[src/rtl/pipe_hazard_ctrl_pkg.sv]
// ---------------------------------------------------------------------------
// pipe_hazard_ctrl_pkg
// Shared types for the pipeline hazard controller:
//   tHazState  - controller state (RUN, MEM_WAIT, FLUSH)
//   tFwdSel    - ALU operand source select (regfile, MEM result, WB result)
//   tStageTag  - destination tag carried alongside each in-flight instruction
// Register addresses are zero-extended into a TAG_ADDR_W-bit field, so the
// controller supports register files of up to 2**TAG_ADDR_W entries.
// ---------------------------------------------------------------------------
package pipe_hazard_ctrl_pkg;

   localparam int unsigned TAG_ADDR_W = 8;
   localparam int unsigned FLUSH_CNT_W = 3;

   typedef enum logic [1:0] {
      RUN      = 2'd0,
      MEM_WAIT = 2'd1,
      FLUSH    = 2'd2
   } tHazState;

   typedef enum logic [1:0] {
      FWD_RF  = 2'd0,
      FWD_MEM = 2'd1,
      FWD_WB  = 2'd2
   } tFwdSel;

   typedef struct packed {
      logic                  valid;
      logic [TAG_ADDR_W-1:0] rdAddr;
      logic                  rdWrEn;
      logic                  isLoad;
   } tStageTag;

   localparam tStageTag TAG_NONE = '0;

   // True when the tagged instruction will write a non-zero register equal to addr.
   function automatic logic tagWrites(input tStageTag tag, input logic [TAG_ADDR_W-1:0] addr);
      return tag.valid && tag.rdWrEn && (tag.rdAddr != '0) && (tag.rdAddr == addr);
   endfunction

endpackage

[src/rtl/pipe_hazard_ctrl_fwd_unit.sv]
// ---------------------------------------------------------------------------
// pipe_hazard_ctrl_fwd_unit
// Purely combinational comparison of the ID-stage source registers against
// the EX and MEM destination tags.
// Ports:
//   iRs1Addr/iRs2Addr  ID source register addresses
//   iRs1Used/iRs2Used  ID instruction actually reads the source
//   iExTag/iMemTag     destination tags of the EX and MEM stages
//   oRs1Sel/oRs2Sel    next forwarding select (EX match wins over MEM match)
//   oLoadUse           ID reads the destination of a load sitting in EX
// ---------------------------------------------------------------------------
module pipe_hazard_ctrl_fwd_unit
   import pipe_hazard_ctrl_pkg::*;
#(
   parameter int unsigned REG_ADDR_W = 5
) (
   input  logic [REG_ADDR_W-1:0] iRs1Addr,
   input  logic [REG_ADDR_W-1:0] iRs2Addr,
   input  logic                  iRs1Used,
   input  logic                  iRs2Used,
   input  tStageTag              iExTag,
   input  tStageTag              iMemTag,
   output tFwdSel                oRs1Sel,
   output tFwdSel                oRs2Sel,
   output logic                  oLoadUse
);

   logic [TAG_ADDR_W-1:0] rs1;
   logic [TAG_ADDR_W-1:0] rs2;
   logic                  rs1HitEx;
   logic                  rs2HitEx;
   logic                  rs1HitMem;
   logic                  rs2HitMem;
   logic                  unusedMemLoad;

   assign rs1 = TAG_ADDR_W'(iRs1Addr);
   assign rs2 = TAG_ADDR_W'(iRs2Addr);

   // x0 never matches: tagWrites rejects rdAddr == 0.
   assign rs1HitEx  = tagWrites(iExTag, rs1);
   assign rs2HitEx  = tagWrites(iExTag, rs2);
   assign rs1HitMem = tagWrites(iMemTag, rs1);
   assign rs2HitMem = tagWrites(iMemTag, rs2);

   // Load-ness of the MEM stage is irrelevant: its data is available by then.
   assign unusedMemLoad = iMemTag.isLoad;

   always_comb begin
      oRs1Sel = FWD_RF;
      oRs2Sel = FWD_RF;
      if (rs1HitEx) begin
         oRs1Sel = FWD_MEM;
      end else if (rs1HitMem) begin
         oRs1Sel = FWD_WB;
      end
      if (rs2HitEx) begin
         oRs2Sel = FWD_MEM;
      end else if (rs2HitMem) begin
         oRs2Sel = FWD_WB;
      end
      oLoadUse = iExTag.isLoad && ((iRs1Used && rs1HitEx) || (iRs2Used && rs2HitEx));
   end

endmodule

[src/rtl/pipe_hazard_ctrl.sv]
// ---------------------------------------------------------------------------
// pipe_hazard_ctrl
// Sequencing and hazard controller for the 5-stage integer pipeline.
// Tracks EX/MEM/WB destination tags, generates stall/flush/bubble/freeze
// controls and registered ALU forwarding selects.
// Ports:
//   iClk, iRst            clock, synchronous active-high reset
//   iId*                  description of the instruction in ID
//   iExBranchTaken        taken branch/jump resolved in EX (pulse)
//   iMemReq, iMemReady    data memory handshake from MEM
//   oStallIf, oStallId    hold PC + IF/ID, hold ID
//   oFlushId, oBubbleEx   clear IF/ID, insert bubble into ID/EX
//   oFreeze               hold EX/MEM and MEM/WB
//   oFwdRs1Sel/oFwdRs2Sel EX operand sources (0 regfile, 1 MEM, 2 WB)
//   oWbValid              WB tag valid, qualifies the regfile write
// Build option: define PIPE_PERF_CNT_EN to add oStallCnt and oFlushCnt,
// saturating counters of stall cycles and FLUSH entries.
// ---------------------------------------------------------------------------
module pipe_hazard_ctrl
   import pipe_hazard_ctrl_pkg::*;
#(
   parameter int unsigned FLUSH_CYCLES = 2,
   parameter int unsigned REG_ADDR_W   = 5
) (
   input  logic                  iClk,
   input  logic                  iRst,
   input  logic                  iIdValid,
   input  logic [REG_ADDR_W-1:0] iIdRs1Addr,
   input  logic [REG_ADDR_W-1:0] iIdRs2Addr,
   input  logic                  iIdRs1Used,
   input  logic                  iIdRs2Used,
   input  logic [REG_ADDR_W-1:0] iIdRdAddr,
   input  logic                  iIdRdWrEn,
   input  logic                  iIdIsLoad,
   input  logic                  iExBranchTaken,
   input  logic                  iMemReq,
   input  logic                  iMemReady,
   output logic                  oStallIf,
   output logic                  oStallId,
   output logic                  oFlushId,
   output logic                  oBubbleEx,
   output logic                  oFreeze,
   output logic [1:0]            oFwdRs1Sel,
   output logic [1:0]            oFwdRs2Sel,
`ifdef PIPE_PERF_CNT_EN
   output logic [31:0]           oStallCnt,
   output logic [31:0]           oFlushCnt,
`endif
   output logic                  oWbValid
);

   // The flush window includes the cycle the branch is seen in, so FLUSH
   // itself lasts FLUSH_CYCLES-1 cycles. A branch deferred by a memory wait
   // has not been flushed at all yet and owes the full FLUSH_CYCLES.
   localparam logic [FLUSH_CNT_W-1:0] FLUSH_FULL    = FLUSH_CNT_W'(FLUSH_CYCLES);
   localparam logic [FLUSH_CNT_W-1:0] FLUSH_RESTART = FLUSH_CNT_W'(FLUSH_CYCLES - 1);

   tHazState              stateQ;
   tHazState              stateD;
   logic [FLUSH_CNT_W-1:0] flushRemQ;
   logic [FLUSH_CNT_W-1:0] flushRemD;
   logic                  pendBrQ;
   logic                  pendBrD;

   tStageTag              idTag;
   tStageTag              exTagQ;
   tStageTag              memTagQ;
   tStageTag              wbTagQ;

   tFwdSel                fwdRs1SelD;
   tFwdSel                fwdRs2SelD;
   tFwdSel                fwdRs1SelQ;
   tFwdSel                fwdRs2SelQ;

   logic                  loadUseRaw;
   logic                  memWaitEntry;
   logic                  loadUseStall;
   logic                  stallIf;
   logic                  stallId;
   logic                  flushId;
   logic                  bubbleEx;
   logic                  freeze;
   logic                  unusedWbBits;

   pipe_hazard_ctrl_fwd_unit #(
      .REG_ADDR_W (REG_ADDR_W)
   ) uFwdUnit (
      .iRs1Addr (iIdRs1Addr),
      .iRs2Addr (iIdRs2Addr),
      .iRs1Used (iIdRs1Used),
      .iRs2Used (iIdRs2Used),
      .iExTag   (exTagQ),
      .iMemTag  (memTagQ),
      .oRs1Sel  (fwdRs1SelD),
      .oRs2Sel  (fwdRs2SelD),
      .oLoadUse (loadUseRaw)
   );

   assign memWaitEntry = iMemReq && !iMemReady;

   always_comb begin
      idTag        = TAG_NONE;
      idTag.valid  = 1'b1;
      idTag.rdAddr = TAG_ADDR_W'(iIdRdAddr);
      idTag.rdWrEn = iIdRdWrEn;
      idTag.isLoad = iIdIsLoad;
   end

   // ---------------------------------------------------------------------
   // Controller FSM: next state and control outputs
   // ---------------------------------------------------------------------
   always_comb begin
      stateD       = stateQ;
      flushRemD    = flushRemQ;
      pendBrD      = pendBrQ;
      stallIf      = 1'b0;
      stallId      = 1'b0;
      flushId      = 1'b0;
      bubbleEx     = 1'b0;
      freeze       = 1'b0;
      loadUseStall = 1'b0;

      unique case (stateQ)
         RUN: begin
            if (memWaitEntry) begin
               // A branch seen now is deferred until the wait ends.
               stateD    = MEM_WAIT;
               pendBrD   = iExBranchTaken;
               flushRemD = iExBranchTaken ? FLUSH_FULL : '0;
            end else if (iExBranchTaken) begin
               flushId   = 1'b1;
               bubbleEx  = 1'b1;
               flushRemD = FLUSH_RESTART;
               stateD    = (FLUSH_RESTART != '0) ? FLUSH : RUN;
            end else if (loadUseRaw) begin
               // Branch above wins: a flushed ID instruction cannot hazard.
               loadUseStall = 1'b1;
               stallIf      = 1'b1;
               stallId      = 1'b1;
               bubbleEx     = 1'b1;
            end
         end

         FLUSH: begin
            flushId  = 1'b1;
            bubbleEx = 1'b1;
            if (memWaitEntry) begin
               // Remaining flush cycles are kept and resumed after the wait.
               stateD  = MEM_WAIT;
               pendBrD = 1'b1;
               if (iExBranchTaken) begin
                  flushRemD = FLUSH_FULL;
               end
            end else if (iExBranchTaken) begin
               flushRemD = FLUSH_RESTART;
               stateD    = (FLUSH_RESTART != '0) ? FLUSH : RUN;
            end else begin
               flushRemD = flushRemQ - FLUSH_CNT_W'(1);
               stateD    = (flushRemQ == FLUSH_CNT_W'(1)) ? RUN : FLUSH;
            end
         end

         MEM_WAIT: begin
            freeze  = 1'b1;
            stallIf = 1'b1;
            stallId = 1'b1;
            if (iMemReady) begin
               stateD  = pendBrQ ? FLUSH : RUN;
               pendBrD = 1'b0;
            end
         end

         default: begin
            stateD    = RUN;
            flushRemD = '0;
            pendBrD   = 1'b0;
         end
      endcase
   end

   always_ff @(posedge iClk) begin
      if (iRst) begin
         stateQ    <= RUN;
         flushRemQ <= '0;
         pendBrQ   <= 1'b0;
      end else begin
         stateQ    <= stateD;
         flushRemQ <= flushRemD;
         pendBrQ   <= pendBrD;
      end
   end

   // ---------------------------------------------------------------------
   // Stage tags and forwarding selects
   // ---------------------------------------------------------------------
   always_ff @(posedge iClk) begin
      if (iRst) begin
         exTagQ     <= TAG_NONE;
         memTagQ    <= TAG_NONE;
         wbTagQ     <= TAG_NONE;
         fwdRs1SelQ <= FWD_RF;
         fwdRs2SelQ <= FWD_RF;
      end else if (!freeze) begin
         exTagQ  <= (iIdValid && !bubbleEx && !flushId) ? idTag : TAG_NONE;
         memTagQ <= exTagQ;
         wbTagQ  <= memTagQ;
         // A stalled ID instruction re-evaluates next cycle against the
         // advanced tags; keep the selects of the instruction now in EX.
         if (!stallId) begin
            fwdRs1SelQ <= fwdRs1SelD;
            fwdRs2SelQ <= fwdRs2SelD;
         end
      end
   end

   // Only the valid bit of the WB tag leaves the controller.
   assign unusedWbBits = ^{wbTagQ.rdAddr, wbTagQ.rdWrEn, wbTagQ.isLoad};

`ifdef PIPE_PERF_CNT_EN
   logic [31:0] stallCntQ;
   logic [31:0] flushCntQ;

   always_ff @(posedge iClk) begin
      if (iRst) begin
         stallCntQ <= '0;
         flushCntQ <= '0;
      end else begin
         if ((loadUseStall || freeze) && (stallCntQ != 32'hFFFF_FFFF)) begin
            stallCntQ <= stallCntQ + 32'd1;
         end
         if ((stateD == FLUSH) && (stateQ != FLUSH) && (flushCntQ != 32'hFFFF_FFFF)) begin
            flushCntQ <= flushCntQ + 32'd1;
         end
      end
   end

   assign oStallCnt = stallCntQ;
   assign oFlushCnt = flushCntQ;
`endif

   assign oStallIf   = stallIf;
   assign oStallId   = stallId;
   assign oFlushId   = flushId;
   assign oBubbleEx  = bubbleEx;
   assign oFreeze    = freeze;
   assign oFwdRs1Sel = fwdRs1SelQ;
   assign oFwdRs2Sel = fwdRs2SelQ;
   assign oWbValid   = wbTagQ.valid;

endmodule
[config.mk]
export PLATFORM = sky130hd
export DESIGN_NAME = pipe_hazard_ctrl
export DESIGN_NICKNAME = d
export VERILOG_FILES = /design/src/rtl/pipe_hazard_ctrl_pkg.sv /design/src/rtl/pipe_hazard_ctrl_fwd_unit.sv /design/src/rtl/pipe_hazard_ctrl.sv
export SDC_FILE = /design/constraint.sdc
export NUM_CORES = 1
export LEC_CHECK = 0
export ABC_CLOCK_PERIOD_IN_PS = 3600
export CORE_AREA = 2 2 57 59
export CTS_CLUSTER_DIAMETER = 150
export CTS_CLUSTER_SIZE = 25
export DETAILED_ROUTE_END_ITERATION = 10
export DIE_AREA = 0 0 59 61
export GPL_TIMING_DRIVEN = 0
export PLACE_DENSITY = 0.94
export SYNTH_ARGS = -nofsm -noshare
export SYNTH_HDL_FRONTEND = slang
export SYNTH_SLANG_ARGS = --single-unit
export TNS_END_PERCENT = 20
[constraint.sdc]
create_clock -name iClk -period 3.6 [get_ports iClk]
set_input_delay 0.72 -clock iClk [delete_from_list [all_inputs] [get_ports iClk]]
set_output_delay 0.72 -clock iClk [all_outputs]
set_load 0.005 [all_outputs]
== Yosys cells after proc, flatten, opt, wreduce, memory -nomap -nowiden ==
Cells that the tools add are included.

* Word-level logic and storage cells: 89
* Output and inout bits: 10
* Flip-flop bits (word level): 32

* Mux-type cells: 35
* Reduce and logical (&&, ||, !) cells: 25
* Bitwise logic cells: 3
* Equal/unequal tests: 12
* $add $sub $neg: 1

{| class="wikitable"
|+ Operator list
! cell !! number
|-
| 8-bit by 5-bit equality test with 1-bit output || 4
|-
| 2-bit two-way mux || 12
|-
| 8-bit nonzero test || 2
|-
| 3-bit two-way mux || 5
|-
| 1-bit logical AND || 14
|-
| 1-bit two-way mux || 11
|-
| 11-bit two-way mux || 1
|-
| 3-bit one-hot mux with 3 select lines || 1
|-
| 2-bit inequality test, second input constant || 3
|-
| 3-bit inequality test, second input constant || 2
|-
| 1-bit one-hot mux with 2 select lines || 3
|-
| 2-bit one-hot mux with 3 select lines || 1
|-
| 3-bit AND reduction || 2
|-
| 2-bit AND reduction || 2
|-
| 3-bit by 1-bit equality test with 1-bit output, second input constant || 1
|-
| 1-bit logical NOT || 3
|-
| 1-bit NOT || 3
|-
| 1-bit one-hot mux with 3 select lines || 1
|-
| 3-bit by 1-bit subtractor with 3-bit output, second input constant || 1
|-
| 2-bit by 1-bit equality test with 1-bit output, second input constant || 1
|-
| 2-bit equality test, second input constant || 1
|-
| 2-bit logical NOT || 1
|-
| 1-bit logical OR || 1
|}

== Longest topological paths before layout ==
Gate-level depths: netlist of run 1.

* Depth after elaboration: 14
* Depth in mapped cells: 8
* Depth with buffers taken out: 7

== Cells and area by module ==
From an unflattened synthesis of run 1, not the netlist that was laid out.

* Cell total of the unflattened synthesis: 218
* Area total of the unflattened synthesis: 1692.9 µm²

{| class="wikitable"
|+ By module, submodules not included
! module !! seq. area each (µm²) !! cells an instance !! area each (µm²) !! times used
|-
| pipe_hazard_ctrl || 540.5 || 170 || 1357.6 || 1
|-
| pipe_hazard_ctrl_fwd_unit || 0.0 || 48 || 335.3 || 1
|}

== Worst setup path before layout of run 1 ==
Ideal clock, no wire load.

* Path type: input to output
* Start: input port iIdRs2Addr[2]
* End: output port oBubbleEx
* Buffers on the path: 0
* Slack: 1047 ps
* Cell stages on the path: 5
* Arrival: 1833 ps
* Cell sequence: xor2_1 > or4_4 > nor2_2 > o21ai_1 > a211oi_1

* Cells in the longest elaborated chain, start to end: 9

{| class="wikitable"
|+ RTL lines
! what !! line !! RTL
|-
| from (decl) || pipe_hazard_ctrl.sv:29 || <nowiki>input logic [REG_ADDR_W-1:0] iIdRs2Addr,</nowiki>
|-
| 8-bit by 5-bit equality test with 1-bit output || pipe_hazard_ctrl_pkg.sv:38 || <nowiki>return tag.valid && tag.rdWrEn && (tag.rdAddr != '0) && (tag.rdAddr == addr);</nowiki>
|-
| 1-bit logical AND || pipe_hazard_ctrl_pkg.sv:38 ||
|-
| 1-bit logical AND || pipe_hazard_ctrl_fwd_unit.sv:61 || <nowiki>oLoadUse = iExTag.isLoad && ((iRs1Used && rs1HitEx) || (iRs2Used && rs2HitEx));</nowiki>
|-
| 1-bit logical OR || pipe_hazard_ctrl_fwd_unit.sv:61 ||
|-
| 1-bit logical AND || pipe_hazard_ctrl_fwd_unit.sv:61 ||
|-
| 1-bit two-way mux || pipe_hazard_ctrl.sv:135 || <nowiki>end else if (loadUseRaw) begin</nowiki>
|-
| 1-bit two-way mux || pipe_hazard_ctrl.sv:130 || <nowiki>end else if (iExBranchTaken) begin</nowiki>
|-
| 1-bit two-way mux || pipe_hazard_ctrl.sv:125 || <nowiki>if (memWaitEntry) begin</nowiki>
|-
| 1-bit one-hot mux with 2 select lines || pipe_hazard_ctrl.sv:123 || <nowiki>unique case (stateQ)</nowiki>
|-
| to (decl) || pipe_hazard_ctrl.sv:41 || <nowiki>output logic oBubbleEx,</nowiki>
|}

Every way passes these cells.

== Final worst setup path of run 1 ==
* Start: input port iIdRs2Addr[2]
* End: output port oStallIf

* Cells in the longest elaborated chain, start to end: 9

{| class="wikitable"
|+ RTL lines
! what !! line !! RTL
|-
| 8-bit by 5-bit equality test with 1-bit output || pipe_hazard_ctrl_pkg.sv:38 ||
|-
| 1-bit logical AND || pipe_hazard_ctrl_pkg.sv:38 ||
|-
| 1-bit logical AND || pipe_hazard_ctrl_fwd_unit.sv:61 ||
|-
| 1-bit logical OR || pipe_hazard_ctrl_fwd_unit.sv:61 ||
|-
| 1-bit logical AND || pipe_hazard_ctrl_fwd_unit.sv:61 ||
|-
| 1-bit two-way mux || pipe_hazard_ctrl.sv:135 ||
|-
| 1-bit two-way mux || pipe_hazard_ctrl.sv:130 ||
|-
| 1-bit two-way mux || pipe_hazard_ctrl.sv:125 ||
|-
| 1-bit one-hot mux with 2 select lines || pipe_hazard_ctrl.sv:123 ||
|-
| to (decl) || pipe_hazard_ctrl.sv:38 || <nowiki>output logic oStallIf,</nowiki>
|}

Every way passes these cells.

==> flow_metrics.env, run 1 <==
export IMPL_seq_area_um2=520
export IMPL_fill_cells=237
export IMPL_crit_path_max_fanout=6
export IMPL_port_buffers=33
export IMPL_cp_common_cell="clkdlybuf4s50_1"
export IMPL_min_period_over_period_pct=98.8
export IMPL_cpPeakStageDelay_ps=540
export IMPL_antenna_found_initial=0
export IMPL_power_density_nw_per_um2=318
export IMPL_fmax_mhz=281
export IMPL_grt_pass1_wl_um=6060
export IMPL_num_antenna_cells=0
export IMPL_tightest_slew_ps=832
export IMPL_placed_cell_area_um2=1900
export IMPL_min_path_type="register to register"
export IMPL_holdWs_ps=465
export IMPL_cp_num_buf_inv=3
export IMPL_synthesis_area_um2=1530
export IMPL_period_minus_slack_ps=3560
export IMPL_io_pins=35
export IMPL_h_tree_depth=1
export IMPL_wire_per_inst_um=14.4
export IMPL_status="finished, final reports clean"
export IMPL_end_kind="output pin"
export IMPL_dp_hpwl_um=2800
export IMPL_layout_commonest_cell="clkdlybuf4s50_1"
export IMPL_ir_drop_v=0.000199
export IMPL_area_growth_pct=27.9
export IMPL_syn_inst=189
export IMPL_drc=0
export IMPL_start_util_pct=51.9
export IMPL_critPathArrivalTime_ps=2840
export IMPL_crit_family="buffers and inverters"
export IMPL_insertion_delay_ps=330
export IMPL_multi_input_area_um2=938
export IMPL_synth_seq_cells=26
export IMPL_grt_pass1_vias=1339
export IMPL_stdcell_count=261
export IMPL_syn_mean_instance_area_um2=8.10
export IMPL_hold_viol=0
export IMPL_synthFlopType="dfxtp_1"
export IMPL_syn_nets=216
export IMPL_grt_usage_pct=22.2
export IMPL_synth_edf_count=0
export IMPL_ant_nets=0
export IMPL_viasPerCell=5.83
export IMPL_slowest_stage="or4_4"
export IMPL_rows=20
export IMPL_yosysUniqueCellTypes=38
export IMPL_fin_total_pwr_uw=623
export IMPL_cap_violations=0
export IMPL_final_nets=256
export IMPL_seq_area_frac_synth_pct=34.0
export IMPL_cts_tree="yes"
export IMPL_slew_headroom_pct=44.4
export IMPL_grt_ovfl_total=0
export IMPL_cts_inserted_buffers=3
export IMPL_gp_congestion=0.969
export IMPL_die_h_um=61
export IMPL_dp_cells=255
export IMPL_cts_sinks=26
export IMPL_slew_viol_final=0
export IMPL_design_core_area_um2=2950
export IMPL_grt_start_max_net_pins=15
export IMPL_pre_cts_slack_ps=-36.8
export IMPL_skew_ps=5.20
export IMPL_final_setup_viol_count=0
export IMPL_vias=1521
export IMPL_die_w_um=59
export IMPL_setup_ws_ps=42.0
export IMPL_dieArea_um2=3600
export IMPL_layout_common_cells="clkdlybuf4s50_1 (32), dfxtp_1 (26), nand2_1 (23)"
export IMPL_cts_max_path_buffers=2
export IMPL_cp_start_kind="input port"
export IMPL_wl_um=3770
export IMPL_worstPathRequired_ps=2880
export IMPL_yosys_warnings=0
export IMPL_p_leak_nw=0.775
export IMPL_final_cell_area_um2=1960
export IMPL_dr_pass1_iters=4
export IMPL_clk_pin_slew_ps=140
export IMPL_drive_above_1_share_pct=7.89
export IMPL_criticalPathCategory="input port to output pin"
export IMPL_drt_iter0_drc=72
export IMPL_synth_async_reset_ratio_pct=0
export IMPL_cts_root_buf="clkbuf_4"
export IMPL_crit_path_cell_trace="clkdlybuf4s50_1 > xor2_1 > or4_4 > nor2_2 > nand2_1 > nand3_4 > buf_4 > clkdlybuf4s50_1"
[state kept, by name, summed over array words and instances, names as in the netlist]
signal,count
flushRemQ,3
oWbValid,1
exTagQ,8
oFwdRs1Sel,2
pendBrQ,1
oFwdRs2Sel,2
memTagQ,7
stateQ,2
[layout make-up]
| cell class | instances | share of cell area [%] |
|---|---|---|
| tap | 33 | 2.11 |
| multi-input combinational | 146 | 47.9 |
| sequential | 26 | 26.6 |
| inverter | 5 | 0.958 |
| timing repair buffer | 35 | 17.6 |
| clock buffer | 4 | 1.85 |
| buffer | 12 | 3.00 |
[metal layers]
layer	GRT usage (%)	part of all wire [%]	wire, um
met3	2.99	4.7	178
met5	0	0	0
met4	9.74	1.7	63
met2	36.2	48	1810
met1	29.5	45	1720
[logic make-up (layout without fill, tap and decap cells)]
kind of cell	after synthesis	count (layout)	share of synthesized area (%)
xor gates and xnor gates	20	20	11.4
buffers and inverters	17	56	5.07
and+or+nand+nor	79	79	26.7
muxes	4	4	3.27
AOI/OAI and AO/OA	41	41	17.9
DFF	26	26	34.0
adders and majority gates	2	2	1.63
[through the flow]
stage	utilization (%)	setup TNS, ps
floorplan	-	0
global placement	64.4	-55.5
detailed placement	64.4	-36.8
CTS	65.8	0
global route	66.3	-6.16
finish	66.3	0
[Yosys cell counts, drive strengths merged, types with 4 or more instances]
cell type | number | area, um^2
dfxtp | 26 | 521
nand2 | 23 | 86.3
a21oi | 21 | 105
nor2 | 15 | 58.8
and3 | 10 | 67.6
xnor2 | 10 | 87.6
xor2 | 10 | 87.6
a221o | 8 | 81.3
clkbuf | 8 | 30.0
nor3 | 8 | 40.0
nand3 | 7 | 47.6
inv | 5 | 18.8
nand2b | 5 | 31.3
buf | 4 | 28.8
[worst reg2reg max path, cell delays in order, from the launching register on]
cell and delay, ps:
dfxtp_1 400, or4_1 550, o211a_1 250, and3_4 190, nand2_1 110, nand3_4 130, buf_4 170, mux2_4 280
[what timing repair did]
item,in CTS,in global routing
setup buffers,0,2
gates resized for setup,2,0
endpoints found under the setup margin,1,1
hold buffers,0,0
[power breakdown]
part	leakage [nW]	switching, mW	internal [mW]	total (mW)
combinational	0.542	0.0736	0.0774	0.151
clock	0.0210	0.0910	0.0619	0.153
sequential	0.212	0.0162	0.302	0.319
[final timing paths]
| kind | from | end | slack, ps | depth (start not counted) |
|---|---|---|---|---|
| worst max-delay path | iIdRs2Addr[2] | oStallIf | 40 | 8 |
| worst min-delay path | oWbValid$_SDFFE_PP0N_ | oWbValid$_SDFFE_PP0N_ | 470 | 2 |
| worst max register to register | exTagQ[5]$_SDFFE_PP0N_ | oFwdRs2Sel[0]$_SDFFE_PP0P_ | 1430 | 7 |
| worst min register to register | oWbValid$_SDFFE_PP0N_ | oWbValid$_SDFFE_PP0N_ | 470 | 2 |
Power figures use the tool's default switching activity.
==> run 2: changes to the inputs <==
CELL_PAD_IN_SITES_DETAIL_PLACEMENT = 2   (was default)
CELL_PAD_IN_SITES_GLOBAL_PLACEMENT = 2   (was default)
CORE_AREA = 2 2 74 76   (was 2 2 57 59)
DIE_AREA = 0 0 76 78   (was 0 0 59 61)
==> flow_metrics.env, run 2 (same netlist as run 1, synthesis figures left out) <==
export IMPL_ir_drop_v=0.000184
export IMPL_tns_ps=0
export IMPL_cpPeakStageDelay_ps=480
export IMPL_layout_commonest_cell="clkdlybuf4s50_1"
export IMPL_min_path_type="register to register"
export IMPL_grt_usage_pct=18.9
export IMPL_num_antenna_cells=0
export IMPL_slew_viol_final=0
export IMPL_criticalPathCategory="input port to output pin"
export IMPL_die_h_um=78
export IMPL_grt_pass1_wl_um=8710
export IMPL_grt_ovfl_total=0
export IMPL_rows=26
export IMPL_worstPathRequired_ps=2880
export IMPL_postCtsHoldBufs=0
export IMPL_cts_root_buf="clkbuf_8"
export IMPL_drc=0
export IMPL_start_util_pct=30.4
export IMPL_power_density_nw_per_um2=324
export IMPL_fmax_mhz=284
export IMPL_io_pins=35
export IMPL_end_kind="output pin"
export IMPL_slowest_stage="clkdlybuf4s50_1"
export IMPL_cap_violations=0
export IMPL_setup_ws_ps=73.2
export IMPL_p_leak_nw=0.794
export IMPL_switching_share_pct=30.3
export IMPL_insertion_delay_ps=280
export IMPL_cts_sinks=26
export IMPL_busiest_layer="met2"
export IMPL_drt_iter0_drc=38
export IMPL_grt_pass1_vias=1662
export IMPL_crit_path_max_fanout=6
export IMPL_viasPerCell=5.19
export IMPL_port_buffers=33
export IMPL_cp_num_buf_inv=3
export IMPL_met3_usage_pct=1.98
export IMPL_internal_power_uw=454
export IMPL_seqPwrFrac_pct=49.3
export IMPL_design_core_area_um2=5040
export IMPL_largest_reg_flops=8
export IMPL_p_comb_share_pct=24.1
export IMPL_finish_utilization_pct=39.9
export IMPL_die_w_um=76
export IMPL_layout_common_cells="clkdlybuf4s50_1 (29), dfxtp_1 (26), nand2_1 (23)"
export IMPL_grt_start_max_net_pins=14
export IMPL_dieArea_um2=5930
export IMPL_area_growth_pct=31.5
export IMPL_use_met1_pct=22.1
export IMPL_h_tree_depth=1
export IMPL_drive_above_1_share_pct=7.05
export IMPL_use_met2_pct=36.0
export IMPL_cts_max_path_buffers=2
export IMPL_cp_common_cell="clkdlybuf4s50_1"
export IMPL_wire_per_inst_um=17.9
export IMPL_largest_register="exTagQ"
export IMPL_gp_congestion=0.772
export IMPL_hold_viol=0
export IMPL_cp_start_kind="input port"
export IMPL_period_minus_slack_ps=3530
export IMPL_tightest_slew_ps=1060
export IMPL_vias=1542
export IMPL_crit_path_cell_trace="clkdlybuf4s50_1 > xor2_1 > nor3_1 > and3_4 > nand2_1 > nand3_4 > buf_4 > clkdlybuf4s50_1"
export IMPL_pre_cts_slack_ps=-148
export IMPL_top_regs="exTagQ: 8 flops, memTagQ: 7 flops, flushRemQ: 3 flops"
export IMPL_ant_nets=0
export IMPL_rsz0062_at_grt="false"
export IMPL_cts_inserted_buffers=3
export IMPL_pwr_share_clk_pct=26.6
export IMPL_p_sw_uw=197
export IMPL_status="finished, final reports clean"
export IMPL_antenna_found_initial=0
export IMPL_final_setup_viol_count=0
export IMPL_crit_family="buffers and inverters"
export IMPL_min_period_over_period_pct=98.0
export IMPL_critPathArrivalTime_ps=2810
export IMPL_cts_tree="yes"
export IMPL_final_nets=256
export IMPL_wl_um=5320
export IMPL_dr_pass1_iters=4
export IMPL_dp_hpwl_um=4160
export IMPL_slew_headroom_pct=29.4
export IMPL_clk_pin_slew_ps=90
export IMPL_skew_ps=7.45
-- run 2: changes by cell type in the layout (fill, tap and decap cells not counted) --
| cell | previous run | this run |
|---|---|---|
| a211oi_1 | 2 | 3 |
| nor2_2 | 1 | 0 |
| a211oi_2 | 1 | 0 |
| nor2_4 | 0 | 1 |
| clkdlybuf4s50_1 | 32 | 29 |
| clkbuf_4 | 3 | 0 |
| dlymetal6s2s_1 | 0 | 2 |
| clkbuf_8 | 1 | 3 |
| dlygate4sd2_1 | 1 | 2 |
-- run 2: per-layer routing --
layer  up-vias  part of all wire, %
li1        739                    -
met1       768                   45
met2        27                   51
met3         8                  1.7
met4         0                  1.8
met5         -                    0
-- run 2: path summary, 6_finish.rpt --
kind	startpoint	endpoint	slack, ps	cells past startpoint
worst min register to register	memTagQ[1]$_SDFFE_PP0N_	memTagQ[1]$_SDFFE_PP0N_	460	2
worst max register to register	exTagQ[5]$_SDFFE_PP0N_	exTagQ[3]$_SDFFE_PP0N_	1410	7
worst max-delay path	iIdRs1Addr[3]	oStallIf	70	8
worst min-delay path	memTagQ[1]$_SDFFE_PP0N_	memTagQ[1]$_SDFFE_PP0N_	460	2
-- run 2: timing repair --
action	CTS	global route
setup endpoints to repair	2	2
setup buffers	0	2
resized for setup	2	3
pin swaps	0	1
-- run 2: area by class of cell --
type | count | area, um^2
clock buffer | 3 | 41.3
timing repair buffer | 35 | 348
multi-input combinational | 146 | 938
buffer | 12 | 58.8
fill | 591 | 3030
sequential | 26 | 520
inverter | 5 | 18.8
tap | 70 | 87.6
-- run 2: worst min-delay path, delay by kind of cell (launching register included) --
family,cells,cell delay (ps)
AOI/OAI and AO/OA,1,50
DFF,1,320
and+or+nand+nor,1,50
-- run 2: metrics by stage --
step / power [mW] / hold slack (ps) / area (um^2) / std cells
after floorplan: 0.409 / 432 / 1530 / 189
after global placement: 0.474 / 441 / 1950 / 292
final: 0.651 / 465 / 2010 / 297
after CTS: 0.652 / 468 / 1990 / 295
after detailed placement: 0.484 / 452 / 1950 / 292
after global routing: 0.681 / 512 / 2010 / 297
-- run 2: power by group through the flow --
| stage | Clock, mW | Sequential, mW | Combinational, mW |
|---|---|---|---|
| final | 0.173 | 0.321 | 0.157 |
| after global routing | 0.183 | 0.323 | 0.174 |
| after CTS | 0.174 | 0.321 | 0.157 |
| after detailed placement | 0 | 0.327 | 0.157 |
| after global placement | 0 | 0.325 | 0.149 |
| after floorplan | 0 | 0.320 | 0.0891 |
